===== src/rtl/fir_pkg.sv =====
// -----------------------------------------------------------------------------
// fir_pkg
// Shared definitions for the FIR filter back end.
//   FIR_WIDTH    : default output sample width
//   in_sample_t  : full-precision filter output (FIR_WIDTH+3 bits, signed)
//   out_sample_t : requantized sample (FIR_WIDTH bits, signed)
//   rs_t         : round_sat result (value + saturation bit)
//   round_sat    : round-half-up right shift followed by saturation
// -----------------------------------------------------------------------------
package fir_pkg;

  localparam int FIR_WIDTH = 16;

  typedef logic signed [FIR_WIDTH+2:0] in_sample_t;
  typedef logic signed [FIR_WIDTH-1:0] out_sample_t;

  // value is always inside the signed range of 'width' bits, so callers
  // can simply truncate it to their own sample width.
  typedef struct packed {
    logic signed [63:0] value;
    logic               sat;
  } rs_t;

  // x must already be sign-extended to 64 bits. The 64-bit working width
  // comfortably holds x + 2^(shift-1) for any legal width/shift, so the
  // rounding add can never overflow.
  function automatic rs_t round_sat(input logic signed [63:0] x,
                                    input int width,
                                    input int shift);
    rs_t                res;
    logic signed [63:0] r;
    logic signed [63:0] max_v;
    logic signed [63:0] min_v;
    r     = (x + (64'sd1 <<< (shift - 1))) >>> shift;
    max_v = (64'sd1 <<< (width - 1)) - 64'sd1;
    min_v = -(64'sd1 <<< (width - 1));
    if (r > max_v) begin
      res.value = max_v;
      res.sat   = 1'b1;
    end else if (r < min_v) begin
      res.value = min_v;
      res.sat   = 1'b1;
    end else begin
      res.value = r;
      res.sat   = 1'b0;
    end
    return res;
  endfunction

endpackage


===== src/rtl/fir_sync_fifo.sv =====
// -----------------------------------------------------------------------------
// fir_sync_fifo
// Single-clock FIFO with synchronous active-high reset.
//   clk_i    : clock (rising edge)
//   rst_i    : synchronous active-high reset, empties the FIFO
//   push_i   : write wdata_i; honoured when not full, or when full and a pop
//              happens in the same cycle
//   wdata_i  : write data
//   pop_i    : remove the head entry; ignored when empty
//   rdata_o  : head entry (reads 0 while empty)
//   full_o   : count == DEPTH
//   empty_o  : count == 0
//   count_o  : number of stored entries
// A push that cannot be honoured is silently ignored; deciding what that
// means for the system is left to the instantiating block.
// -----------------------------------------------------------------------------
module fir_sync_fifo #(
  parameter int W     = 16,
  parameter int DEPTH = 4,
  localparam int AW   = $clog2(DEPTH),
  localparam int CW   = AW + 1
) (
  input  logic          clk_i,
  input  logic          rst_i,
  input  logic          push_i,
  input  logic [W-1:0]  wdata_i,
  input  logic          pop_i,
  output logic [W-1:0]  rdata_o,
  output logic          full_o,
  output logic          empty_o,
  output logic [CW-1:0] count_o
);

  logic [W-1:0]  mem_q [DEPTH];
  logic [AW-1:0] wr_ptr_q;
  logic [AW-1:0] rd_ptr_q;
  logic [CW-1:0] count_q;
  logic [CW-1:0] count_d;
  logic          do_push;
  logic          do_pop;

  assign full_o  = (count_q == CW'(DEPTH));
  assign empty_o = (count_q == '0);
  assign count_o = count_q;

  assign do_pop  = pop_i & ~empty_o;
  // A full FIFO still takes a write when the head leaves in the same cycle.
  assign do_push = push_i & (~full_o | do_pop);

  always_comb begin
    count_d = count_q;
    case ({do_push, do_pop})
      2'b10:   count_d = count_q + CW'(1);
      2'b01:   count_d = count_q - CW'(1);
      default: count_d = count_q;
    endcase
  end

  // DEPTH is a power of two, so the pointers wrap naturally.
  always_ff @(posedge clk_i) begin
    if (rst_i) begin
      wr_ptr_q <= '0;
      rd_ptr_q <= '0;
      count_q  <= '0;
    end else begin
      if (do_push) wr_ptr_q <= wr_ptr_q + AW'(1);
      if (do_pop)  rd_ptr_q <= rd_ptr_q + AW'(1);
      count_q <= count_d;
    end
  end

  // Storage needs no reset: nothing is read from it while empty.
  always_ff @(posedge clk_i) begin
    if (do_push) mem_q[wr_ptr_q] <= wdata_i;
  end

  assign rdata_o = empty_o ? '0 : mem_q[rd_ptr_q];

endmodule


===== src/rtl/fir_decim_requant.sv =====
// -----------------------------------------------------------------------------
// fir_decim_requant
// Keeps one in every DECIM filter outputs, requantizes it from WIDTH+3 to
// WIDTH bits (round-half-up shift by SHIFT, then saturate), and queues the
// result for the capture/DMA logic.
//   CLK       : clock (rising edge)
//   rst       : synchronous active-high reset
//   in_valid  : in_data carries a filter output this cycle (no back-pressure)
//   in_data   : signed filter output, WIDTH+3 bits
//   out_valid : FIFO head is valid
//   out_ready : consumer takes the head this cycle
//   out_data  : signed requantized sample at the FIFO head
//   sat_flag  : sticky, some kept sample saturated
//   drop_flag : sticky, some kept sample was lost because the FIFO was full
//
// Output handshake: a sample transfers on every rising edge where
// out_valid=1 and out_ready=1. out_valid depends only on FIFO occupancy,
// never on out_ready, and out_data is stable while out_valid=1 and
// out_ready=0. out_data has no meaning while out_valid=0.
// -----------------------------------------------------------------------------
module fir_decim_requant #(
  parameter int WIDTH      = fir_pkg::FIR_WIDTH,
  parameter int DECIM      = 4,
  parameter int SHIFT      = 3,
  parameter int FIFO_DEPTH = 4
) (
  input  logic                    CLK,
  input  logic                    rst,
  input  logic                    in_valid,
  input  logic signed [WIDTH+2:0] in_data,
  output logic                    out_valid,
  input  logic                    out_ready,
  output logic signed [WIDTH-1:0] out_data,
  output logic                    sat_flag,
  output logic                    drop_flag
);

  import fir_pkg::*;

  localparam int PW = (DECIM > 1) ? $clog2(DECIM) : 1;
  localparam int CW = $clog2(FIFO_DEPTH) + 1;

  // Phase counter: advances only on valid inputs, so idle gaps do not
  // disturb the decimation pattern.
  logic [PW-1:0] phase_q;
  logic [PW-1:0] phase_d;
  logic          keep;

  assign keep = in_valid && (phase_q == '0);

  always_comb begin
    phase_d = phase_q;
    if (in_valid) begin
      if (phase_q == PW'(DECIM - 1)) phase_d = '0;
      else                           phase_d = phase_q + PW'(1);
    end
  end

  // Requantization of the current input (used only when kept).
  rs_t rs;
  always_comb rs = round_sat(64'(in_data), WIDTH, SHIFT);

  // Stage register between requantizer and FIFO.
  logic                    stage_valid_q;
  logic                    stage_valid_d;
  logic signed [WIDTH-1:0] stage_data_q;
  logic signed [WIDTH-1:0] stage_data_d;

  assign stage_valid_d = keep;
  assign stage_data_d  = WIDTH'(rs.value);

  // FIFO interface.
  logic             fifo_push;
  logic             fifo_pop;
  logic             fifo_full;
  logic             fifo_empty;
  logic [CW-1:0]    fifo_count;
  logic [WIDTH-1:0] fifo_rdata;

  assign fifo_pop  = out_ready & ~fifo_empty;
  assign fifo_push = stage_valid_q & (~fifo_full | fifo_pop);

  // Sticky flags.
  logic sat_q;
  logic sat_d;
  logic drop_q;
  logic drop_d;

  // Only kept samples may saturate the flag.
  assign sat_d  = sat_q | (keep & rs.sat);
  // A staged sample is lost when the FIFO is full and nothing leaves.
  assign drop_d = drop_q | (stage_valid_q & fifo_full & ~fifo_pop);

  always_ff @(posedge CLK) begin
    if (rst) begin
      phase_q       <= '0;
      stage_valid_q <= 1'b0;
      stage_data_q  <= '0;
      sat_q         <= 1'b0;
      drop_q        <= 1'b0;
    end else begin
      phase_q       <= phase_d;
      stage_valid_q <= stage_valid_d;
      stage_data_q  <= stage_data_d;
      sat_q         <= sat_d;
      drop_q        <= drop_d;
    end
  end

  fir_sync_fifo #(
    .W     (WIDTH),
    .DEPTH (FIFO_DEPTH)
  ) u_fifo (
    .clk_i   (CLK),
    .rst_i   (rst),
    .push_i  (fifo_push),
    .wdata_i (stage_data_q),
    .pop_i   (fifo_pop),
    .rdata_o (fifo_rdata),
    .full_o  (fifo_full),
    .empty_o (fifo_empty),
    .count_o (fifo_count)
  );

  assign out_valid = (fifo_count != '0);
  assign out_data  = fifo_rdata;
  assign sat_flag  = sat_q;
  assign drop_flag = drop_q;

endmodule


===== config.mk =====
export PLATFORM = sky130hd
export DESIGN_NAME = fir_decim_requant
export DESIGN_NICKNAME = d
export VERILOG_FILES = /design/src/rtl/fir_pkg.sv /design/src/rtl/fir_sync_fifo.sv /design/src/rtl/fir_decim_requant.sv
export SDC_FILE = /design/constraint.sdc
export NUM_CORES = 1
export LEC_CHECK = 0
export CORE_MARGIN = 8
export CORE_UTILIZATION = 30
export CTS_BUF_LIST = sky130_fd_sc_hd__clkbuf_4 sky130_fd_sc_hd__clkbuf_8
export CTS_CLUSTER_DIAMETER = 50
export DETAILED_ROUTE_END_ITERATION = 8
export MAX_ROUTING_LAYER = met4
export SETUP_SLACK_MARGIN = 0.15
export SLEW_MARGIN = 30
export SYNTH_ARGS = -nofsm -noshare
export SYNTH_HDL_FRONTEND = slang
export SYNTH_SLANG_ARGS = --single-unit
export TNS_END_PERCENT = 1

===== constraint.sdc =====
create_clock -name CLK -period 2.1 [get_ports CLK]
set_input_delay 0.21 -clock CLK [delete_from_list [all_inputs] [get_ports CLK]]
set_output_delay 0.21 -clock CLK [all_outputs]
set_load 0.02 [all_outputs]

; ---- Yosys cells after proc, flatten, opt, wreduce, memory -nomap -nowiden
; Memories as Yosys holds them, arrays and structs flattened. A register that Yosys moved wholly into a read port is not among the register bits.
; Cells that the tools add are included.
[totals]
output_inout_bits = 19
mem_bits_rw = 64
register_bits = 28
memories = 1
input_bits = 23
[mem_list]
columns = name, words, word_bits, read_ports, rd_clocked_by_memory_dff, write_ports, line
row1 = u_fifo.mem_q, 4, 16, 1, 1, 1, fir_sync_fifo.sv:34  ; logic [W-1:0] mem_q [DEPTH];
[classes]
eq_ne = 4
n_reduce_logical = 6
magnitude_cmp = 2
bitwise_logic = 14
n_mux = 9
addsub = 6
[op_table]
columns = cell, n
row1 = two-way mux 16 bit, 2
row2 = adder 19 x 4 -> 20 bit (second input constant), 1
row3 = greater-than comparator 17 x 16 -> 1 bit (second input constant), 1
row4 = < comparator 17 x 16 -> 1 bit (second input constant), 1
row5 = two-way mux 17 bit, 1
row6 = AND 1 bit, 7
row7 = adder 2 x 1 -> 2 bit (second input constant), 3
row8 = two-way mux 2 bit, 3
row9 = one-hot mux 3 bit (2 select lines), 1
row10 = equality test 2 bit (second input constant), 2
row11 = bitwise OR 1 bit, 4
row12 = adder 3 x 1 -> 3 bit (second input constant), 1
row13 = equality test 3 bit (second input constant), 1
row14 = zero test 3 bit, 1
row15 = inverter 1 bit, 3
row16 = nonzero test 3 bit, 1
row17 = subtractor 3 x 1 -> 3 bit (second input constant), 1
row18 = equality test 2 x 1 -> 1 bit (second input constant), 1
row19 = zero test 2 bit, 1
row20 = two-way mux 1 bit, 2
row21 = nonzero test 2 bit, 1
row22 = OR reduction 2 bit, 1
row23 = logical AND 1 bit, 1

; ---- Depth between registers and ports, before layout
; Gate-level depths: netlist of run 1.
[depth]
depth_word = 8
ltp_mapped = 10
mapped_depth_nobuf = 9

; ---- Hierarchy
; From an unflattened synthesis of run 1, not the netlist that was laid out.
[unflattened]
hier_cells = 275
area_unflattened_um2 = 3991.3
[modules_own_cells]
columns = module, n_inst, area_per_inst_um2, seq_area_each_um2, cells_each
row1 = fir_sync_fifo, 1, 2964.1, 2102.0, 156
row2 = fir_decim_requant, 1, 1027.2, 420.4, 119

; ---- Least setup slack after synthesis of run 1
; OpenSTA, ideal clock, no wires.
[synth_timing]
kind = reg2reg
startpoint = register u_fifo.count_q[0] (netlist: u_fifo.count_o[0])
endpoint = register u_fifo.count_q[2] (netlist: u_fifo.count_o[2])
t_arrival_ns = 2.107
path_stages_with_launch = 11
required_ns = 2.029
setup_slack_ns = -0.078
n_path_buf = 1
cell_sequence = dfxtp_1 > nor4b_1 > nor2b_1 > clkbuf_1 > inv_1 > ha_1 > inv_1 > fa_1 > xor2_1 > or3_1 > a21oi_1
[synth_via]
elab_chain_cells = 8
[synth_lines]
columns = item, line
row1 = from (decl), fir_sync_fifo.sv:37  ; logic [CW-1:0] count_q;
row2 = from (signal assigned), fir_sync_fifo.sv:68  ; count_q <= count_d;
row3 = zero test 3 bit, fir_sync_fifo.sv:43  ; assign empty_o = (count_q == '0);
row4 = inverter 1 bit, "fir_sync_fifo.sv:46, fir_decim_requant.sv:80"
row5 = AND 1 bit, fir_decim_requant.sv:80  ; assign fifo_pop = out_ready & ~fifo_empty;
row6 = bitwise OR 1 bit / AND 1 bit (equally long branches), "fir_decim_requant.sv:81, fir_sync_fifo.sv:46"
row7 = AND 1 bit / bitwise OR 1 bit (equally long branches), "fir_decim_requant.sv:81, fir_sync_fifo.sv:48"
row8 = AND 1 bit, fir_sync_fifo.sv:48  ; assign do_push = push_i & (~full_o | do_pop);
row9 = equality test 2 x 1 -> 1 bit / equality test 2 bit (equally long branches), fir_sync_fifo.sv:52  ; case ({do_push, do_pop})
row10 = one-hot mux 3 bit (2 select lines) / nonzero test 2 bit (equally long branches), --
; Parallel ways exist; a longest one is shown, timed or not.
; A chain may end at the register's enable or synchronous reset.

; ---- Worst setup path after layout of run 1
[layout_timing]
startpoint = register u_fifo.count_q[1] (netlist: u_fifo.count_o[1])
endpoint = register u_fifo.count_q[2] (netlist: u_fifo.count_o[2])
; The elaborated chain is that of the path after synthesis.

==> summary.txt, run 1 <==
count of hold buffers inserted by post-cts repair: 0
launching element type of the critical path: register
Fmax achieved: 491.6 MHz
critical path endpoint category: register
Post-Syn Area: 3909 um^2
remaining design rule violation count: 0
final worst-path cycle share: 96.87%
routed len/inst: 13.89 um
buffer cell driving the clock tree root: sky130_fd_sc_hd__clkbuf_8
arrival time of data at the critical path endpoint: 2310 ps
area of the multi-input gates: 1354 um^2
number of antenna violations at the first check in global routing: 0
peak fanout along the critical path: 4
Final Total Pwr: 5066 uW
yosys warns: 0
setup ws final: 65.64 ps
clock latency on the worst-skew pair: 360 ps
Worst path slowest cell: sky130_fd_sc_hd__dfxtp_4
CP Data Required Time: 2380 ps
Non-Filler Cell Area, Final: 5076 um^2
number of placed cells counting well taps: 501
startpoint-to-endpoint class of the critical path: register to register
Detail Route Antenna Nets: 0
Syn Nets: 305
maximum number of pins on one net before global-route repair: 19
setup violators final: 0
buffer and inverter count on the worst path: 2
Worst Hold Path Cells: 0
placement row count: 41
number of cells on the critical path: 9
global-route wire length before repair: 11.79 mm
Final Instance Count excl. Fillers: 518
effective utilization at floorplan: 30.85%
number of buffers created by CTS: 9
final cell utilization of the core: 40.06%
maxcap violations: 0
Worst Skew: 9.850 ps
post-CTS setup buffers: 0
Register-to-Register Path Depth: 9
flip-flop and latch count after synthesis: 94
GR Util All Layers: 9.535%
Worst IR Drop VDD: 0.4041 mV
flop2flop setup slack: 70 ps
gp weighted congestion: 0.8149
total number of vias: 2218
total detailed-routing wirelength: 7.197 mm
maximum single-stage delay on the critical path: 370 ps
antenna diode count: 0
nets@finish: 373
final-layout fill cell count: 1200
instance area after placement: 4730 um^2
sequential-to-total area share from yosys stat: 64.53%
chip width: 130.1 um
CP top delay family: simple AND/OR/NAND/NOR gates
clk sink count: 94
IO Count: 42
CTS tree: built
fin crit period: 2034 ps
area growth from synthesis to layout: 29.87%
average cell area after synthesis: 14.32 um^2
share of post-route cells with drive strength above 1: 34.68%
combined flip-flop and latch cell area: 2535 um^2
area of the core: 12670 um^2
Die H: 130.1 um
ratio of routed vias to standard cells: 4.282
Hold Crit Class: register to register
H-tree depth reported by CTS: 3
count of distinct cell types in the synthesized netlist: 35
cell-by-cell trace of the critical path: nor4b_4, nor2b_1, inv_1, ha_2, inv_2, fa_2, xor2_2, or3_4, a21oi_2
cell area power density: 997.9 nW/um^2
largest buffer count on any clock path: 2
total congestion overflow: 0
count of port buffers added during placement: 39
worst rel slew slack: 63.42%
RSZ-0062 raised after global routing: true
transition time of the tightest slew-check pin: 547.0 ps
clock-pin slew of the registers on the worst-case setup and hold paths: 80 ps
Syn Inst Count: 273
HPWL after detailed placement: 5.008 mm
standby leakage power: 0.001809 uW
floorplan die area: 16940 um^2
final hold viol count: 0
outcome: completed
vias in the first global route: 2406
router iterations before antenna repair: 4
placement-stage worst setup slack: -260.6 ps
DRC marker count from the first detailed-route iteration: 60
max-slew violation count: 0
## metal layers
metal	global-route usage, %	share of wire (%)	up-vias
met2	15.51	49	41
met4	5.943	1.8	0
met3	1.795	3.6	7
met5	-	0	-
met1	10.70	46	1048
li1	-	-	1122
## area by class of cell
class	instances	area share (%)
flip-flops and latches	94	49.94
clock buffers	12	3.007
well taps	172	4.240
inverters	13	0.9613
multi-input cells	153	26.67
repair buffers	70	13.78
clock inverters	4	1.405
## per-stage QoR
step,hold slack (ps),TNS [ps]
after floorplan,292.8,0
after CTS,477.7,0
after detailed placement,462.3,-489.7
after global placement,448.2,-223.2
after global routing,503.6,-37.96
final,482.7,0
## sequential cells by signal (all words and copies together) (netlist names), named ones only
name	count
u_fifo.mem_q	64
stage_data_q	16
u_fifo.count_o	3
phase_q	2
u_fifo.rd_ptr_q	2
u_fifo.wr_ptr_q	2
drop_flag	1
sat_flag	1
stage_valid_q	1
## cell usage after synthesis, drive strengths merged
cell,count,share of area [%]
a21oi,19,3.4
a311oi,1,0.22
a31o,1,0.22
a31oi,1,0.16
and2,21,3.4
and3,3,0.54
and4,1,0.29
buf,4,0.67
clkbuf,9,0.86
dfxtp,30,15
edfxtp,64,49
fa,1,0.51
ha,8,2.6
inv,13,1.2
mux2i,5,1.3
mux4,16,9.2
nand2,15,1.4
nand2b,1,0.16
nand3,7,1.0
nand4,2,0.32
nor2,20,1.9
nor2b,1,0.16
nor3,3,0.38
nor4,3,0.48
nor4b,1,0.22
o21ai,1,0.13
o22ai,1,0.16
or3,2,0.32
or4,2,0.38
xnor2,10,2.2
xor2,7,1.6
## what timing repair did
action | CTS | global route
setup endpoints to repair | 18 | 15
endpoints found under the hold margin | 0 | 0
cloned | 1 | 0
gates resized for setup | 81 | 44
pin swaps | 6 | 3
## where the power goes
group          internal (uW)  switching [uW]
Clock                    726             569
Combinational            896             702
Sequential              2090            85.8
Total                   3710            1360
## layout by cell type, fill, tap and decap left out, types with 2 or more instances in the layout
master                            count
sky130_fd_sc_hd__a21oi_1              8
sky130_fd_sc_hd__a21oi_2             11
sky130_fd_sc_hd__and2_1               5
sky130_fd_sc_hd__and2_4              16
sky130_fd_sc_hd__and3_2               2
sky130_fd_sc_hd__buf_12               3
sky130_fd_sc_hd__buf_4               27
sky130_fd_sc_hd__buf_6               16
sky130_fd_sc_hd__bufinv_16            2
sky130_fd_sc_hd__clkbuf_4             2
sky130_fd_sc_hd__clkbuf_8            10
sky130_fd_sc_hd__clkdlybuf4s50_1     22
sky130_fd_sc_hd__dfxtp_1             26
sky130_fd_sc_hd__dfxtp_4              3
sky130_fd_sc_hd__edfxtp_1            64
sky130_fd_sc_hd__ha_1                 7
sky130_fd_sc_hd__inv_1               12
sky130_fd_sc_hd__mux2i_1              5
sky130_fd_sc_hd__mux4_2              16
sky130_fd_sc_hd__nand2_1             15
sky130_fd_sc_hd__nand3_1              6
sky130_fd_sc_hd__nand4_1              2
sky130_fd_sc_hd__nor2_1              20
sky130_fd_sc_hd__nor3_1               3
sky130_fd_sc_hd__nor4_1               3
sky130_fd_sc_hd__or4_1                2
sky130_fd_sc_hd__xnor2_1             10
sky130_fd_sc_hd__xor2_1               6
## final timing paths
kind,startpoint,end
worst max register to register,u_fifo.count_o[1],u_fifo.count_o[2]
worst min-delay path,stage_data_q[11],u_fifo.mem_q[3][11]
worst max-delay path,u_fifo.count_o[1],u_fifo.count_o[2]
worst min register to register,stage_data_q[11],u_fifo.mem_q[3][11]
## cell families after synthesis
kind of cell,share of synthesized area [%]
AND/OR/NAND/NOR,11.01
XOR/XNOR,3.809
flip-flops,64.53
AO/OA/AOI/OAI,4.289
adder cells (fa/ha/maj),3.073
buffers and inverters,2.785
multiplexers,10.50
Power figures use the tool's default switching activity.
==> run 2, diff against run 1 <==
HOLD_SLACK_MARGIN = 0.05   (was unset)
==> results of run 2 <==
Final layout, timing and power as in run 1 (identical DEF).
==> run 3, diff against run 2 <==
CORE_UTILIZATION = 25   (was 30)
SETUP_SLACK_MARGIN = 0.02   (was 0.15)
SLEW_MARGIN = 15   (was 30)
==> run 3 against run 2 <==
First-iteration DRC count up 140%. Register-to-register slack better by 30 ps. Via count grew 2.3%. Total power decreased by 5.1%. Fmax increased by 1.0%. Non-clock buffer count is the same. Clock skew down 3.0 ps. Sequential share of layout area up 0.61 points. Flip-flop and latch count stayed put. Largest power group unchanged.
==> summary.txt, run 3 (same netlist as run 1, synthesis figures left out) <==
outcome: completed
placement row count: 45 (+9.8%)
maxcap violations: 0 (unchanged)
peak fanout along the critical path: 6 (+2)
RSZ-0062 raised after global routing: true
launching element type of the critical path: register
setup violators final: 0 (unchanged)
worst rel slew slack: 68.96% (+5.5 points)
IO Count: 42 (unchanged)
max-slew violation count: 0 (unchanged)
area growth from synthesis to layout: 28.04%
clock latency on the worst-skew pair: 350 ps (about the same)
nets@finish: 373 (unchanged)
count of hold buffers inserted by post-cts repair: 0 (unchanged)
router iterations before antenna repair: 4 (unchanged)
H-tree depth reported by CTS: 3 (unchanged)
vias in the first global route: 2362 (-1.8%)
largest buffer count on any clock path: 2 (unchanged)
largest reg by FF count: u_fifo.mem_q
Register-to-Register Path Depth: 9 (unchanged)
instance area after placement: 4765 um^2 (+0.74%)
CP Data Required Time: 1890 ps (-490 ps)
antenna diode count: 0 (unchanged)
standby leakage power: 0.001766 uW (-2.4%)
critical path endpoint category: primary output
final hold viol count: 0 (unchanged)
routed len/inst: 13.49 um (-2.9%)
number of antenna violations at the first check in global routing: 0 (unchanged)
startpoint of the most critical hold path: drop_flag
GR Util All Layers: 8.249% (-1.3 points)
remaining design rule violation count: 0 (unchanged)
share of post-route cells with drive strength above 1: 28.61% (-6.1 points)
area of the core: 15260 um^2 (+20%)
buffer and inverter count on the worst path: 2 (unchanged)
sink of the worst hold path: drop_flag
DRC marker count from the first detailed-route iteration: 146 (+140%)
cell-by-cell trace of the critical path: bufbuf_16, mux4_2, and2_1, buf_2
Crit Reg-Reg Startpoint: u_fifo.count_o[1]
arrival time of data at the critical path endpoint: 1800 ps (-510 ps)
Worst IR Drop VDD: 0.2960 mV (-27%)
Fmax achieved: 496.7 MHz (+1.0%)
global-route wire length before repair: 12.34 mm (+4.7%)
gp weighted congestion: 0.8025 (-1.5%)
total congestion overflow: 0 (unchanged)
Worst path slowest cell: sky130_fd_sc_hd__mux4_2
CP top delay family: multiplexers
Detail Route Antenna Nets: 0 (unchanged)
leading cell types in the layout, fill and taps excluded: sky130_fd_sc_hd__edfxtp_1, sky130_fd_sc_hd__dfxtp_1, sky130_fd_sc_hd__buf_4
clk sink count: 94 (unchanged)
Largest register FFs: 64 (unchanged)
flop2flop setup slack: 100 ps (+30 ps)
HPWL after detailed placement: 5.356 mm (+7.0%)
effective utilization at floorplan: 25.62% (-5.2 points)
final-layout fill cell count: 1499 (+25%)
total number of vias: 2269 (+2.3%)
final worst-path cycle share: 95.87% (-1.0 points)
CTS tree: built
clock-pin slew of the registers on the worst-case setup and hold paths: 80 ps (about the same)
number of buffers created by CTS: 9 (unchanged)
cell area power density: 960.7 nW/um^2 (-3.7%)
Worst Hold Path Cells: 2 (+2)
chip width: 141.0 um (+8.4%)
leading cell type in the layout, fill and taps excluded: sky130_fd_sc_hd__edfxtp_1
fin crit period: 2013 ps (-21.12 ps)
count of port buffers added during placement: 39 (unchanged)
Non-Filler Cell Area, Final: 5005 um^2 (-1.4%)
maximum number of pins on one net before global-route repair: 21 (+2)
maximum single-stage delay on the critical path: 470 ps (+100 ps)
ratio of routed vias to standard cells: 4.074 (-4.9%)
FF-to-FF End: u_fifo.count_o[2]
total detailed-routing wirelength: 7.512 mm (+4.4%)
Hold Crit Class: register to register
startpoint-to-endpoint class of the critical path: register to primary output
floorplan die area: 19890 um^2 (+17%)
Die H: 141.0 um (+8.4%)
transition time of the tightest slew-check pin: 464.2 ps (-82.82 ps)
setup ws final: 86.76 ps (+21.12 ps)
placement-stage worst setup slack: -308.0 ps (-47.37 ps)
buffer cell driving the clock tree root: sky130_fd_sc_hd__clkbuf_8
Worst Skew: 6.871 ps (-2.979 ps)
[run 3: cell count changes in the layout (fill, tap and decap cells not counted), sizes merged]
cell	before	now
clkbuf	12	15
buf	47	38
bufbuf	0	1
clkdlybuf4s15	0	4
inv	13	14
[run 3: worst max path at each step]
stage,from,end,cells past startpoint
after floorplan,u_fifo.count_o[0],u_fifo.count_o[2],9
after global placement,out_ready,u_fifo.count_o[2],10
after detailed placement,out_ready,u_fifo.count_o[2],10
after CTS,register,out_data[13],4
after global routing,register,out_data[10],4
final,register,out_data[3],4
[run 3: metrics by stage]
stage	power, uW	TNS (ps)	std cells	utilization (%)	hold slack (ps)
finish	4808	0	557	32.80	485.1
global route	5067	-8.119	557	32.80	506.7
CTS	4892	0	556	32.78	494.5
detailed placement	3608	-838.8	539	31.23	474.1
global placement	3579	-345.9	539	31.23	450.5
floorplan	2968	0	273	-	292.8
[run 3: final cells by class]
cell class	instances	area [um^2]	area share (%)
Clock buffer	11	145.1	2.900
Clock inverter	5	81.33	1.625
Inverter	13	48.80	0.9750
Multi-Input combinational cell	153	1301	26.00
Sequential cell	94	2530	50.55
Tap cell	211	264.0	5.275
Timing Repair Buffer	70	634.4	12.67
[run 3: power breakdown]
group	switching, uW	internal, uW	total (uW)
combinational	660	681	1340
clock	589	718	1310
sequential	78.4	2080	2160
[run 3: worst register-to-register path, stage by stage, from the launching register on]
cell	delay [ps]
sky130_fd_sc_hd__dfxtp_4	360
sky130_fd_sc_hd__nor4b_4	280
sky130_fd_sc_hd__nor2b_1	90
sky130_fd_sc_hd__inv_1	60
sky130_fd_sc_hd__ha_2	170
sky130_fd_sc_hd__inv_1	50
sky130_fd_sc_hd__fa_2	330
sky130_fd_sc_hd__xor2_1	160
sky130_fd_sc_hd__or3_1	330
sky130_fd_sc_hd__a21oi_2	120
[run 3: layer usage]
metal / vias to the layer above / GRT usage (%) / routed length, um
li1: 1121 / - / -
met1: 1103 / 9.963 / 3593
met2: 38 / 12.46 / 3499
met3: 7 / 2.296 / 282
met4: 0 / 4.186 / 136
met5: - / - / 0
[run 3: repair_timing]
item | in CTS | in global routing
pin swaps | 0 | 2
gates resized for setup | 52 | 14
setup endpoints to repair | 17 | 16
gates cloned | 1 | 0
buffers inserted | 0 | 1
hold endpoints to repair | 0 | 0
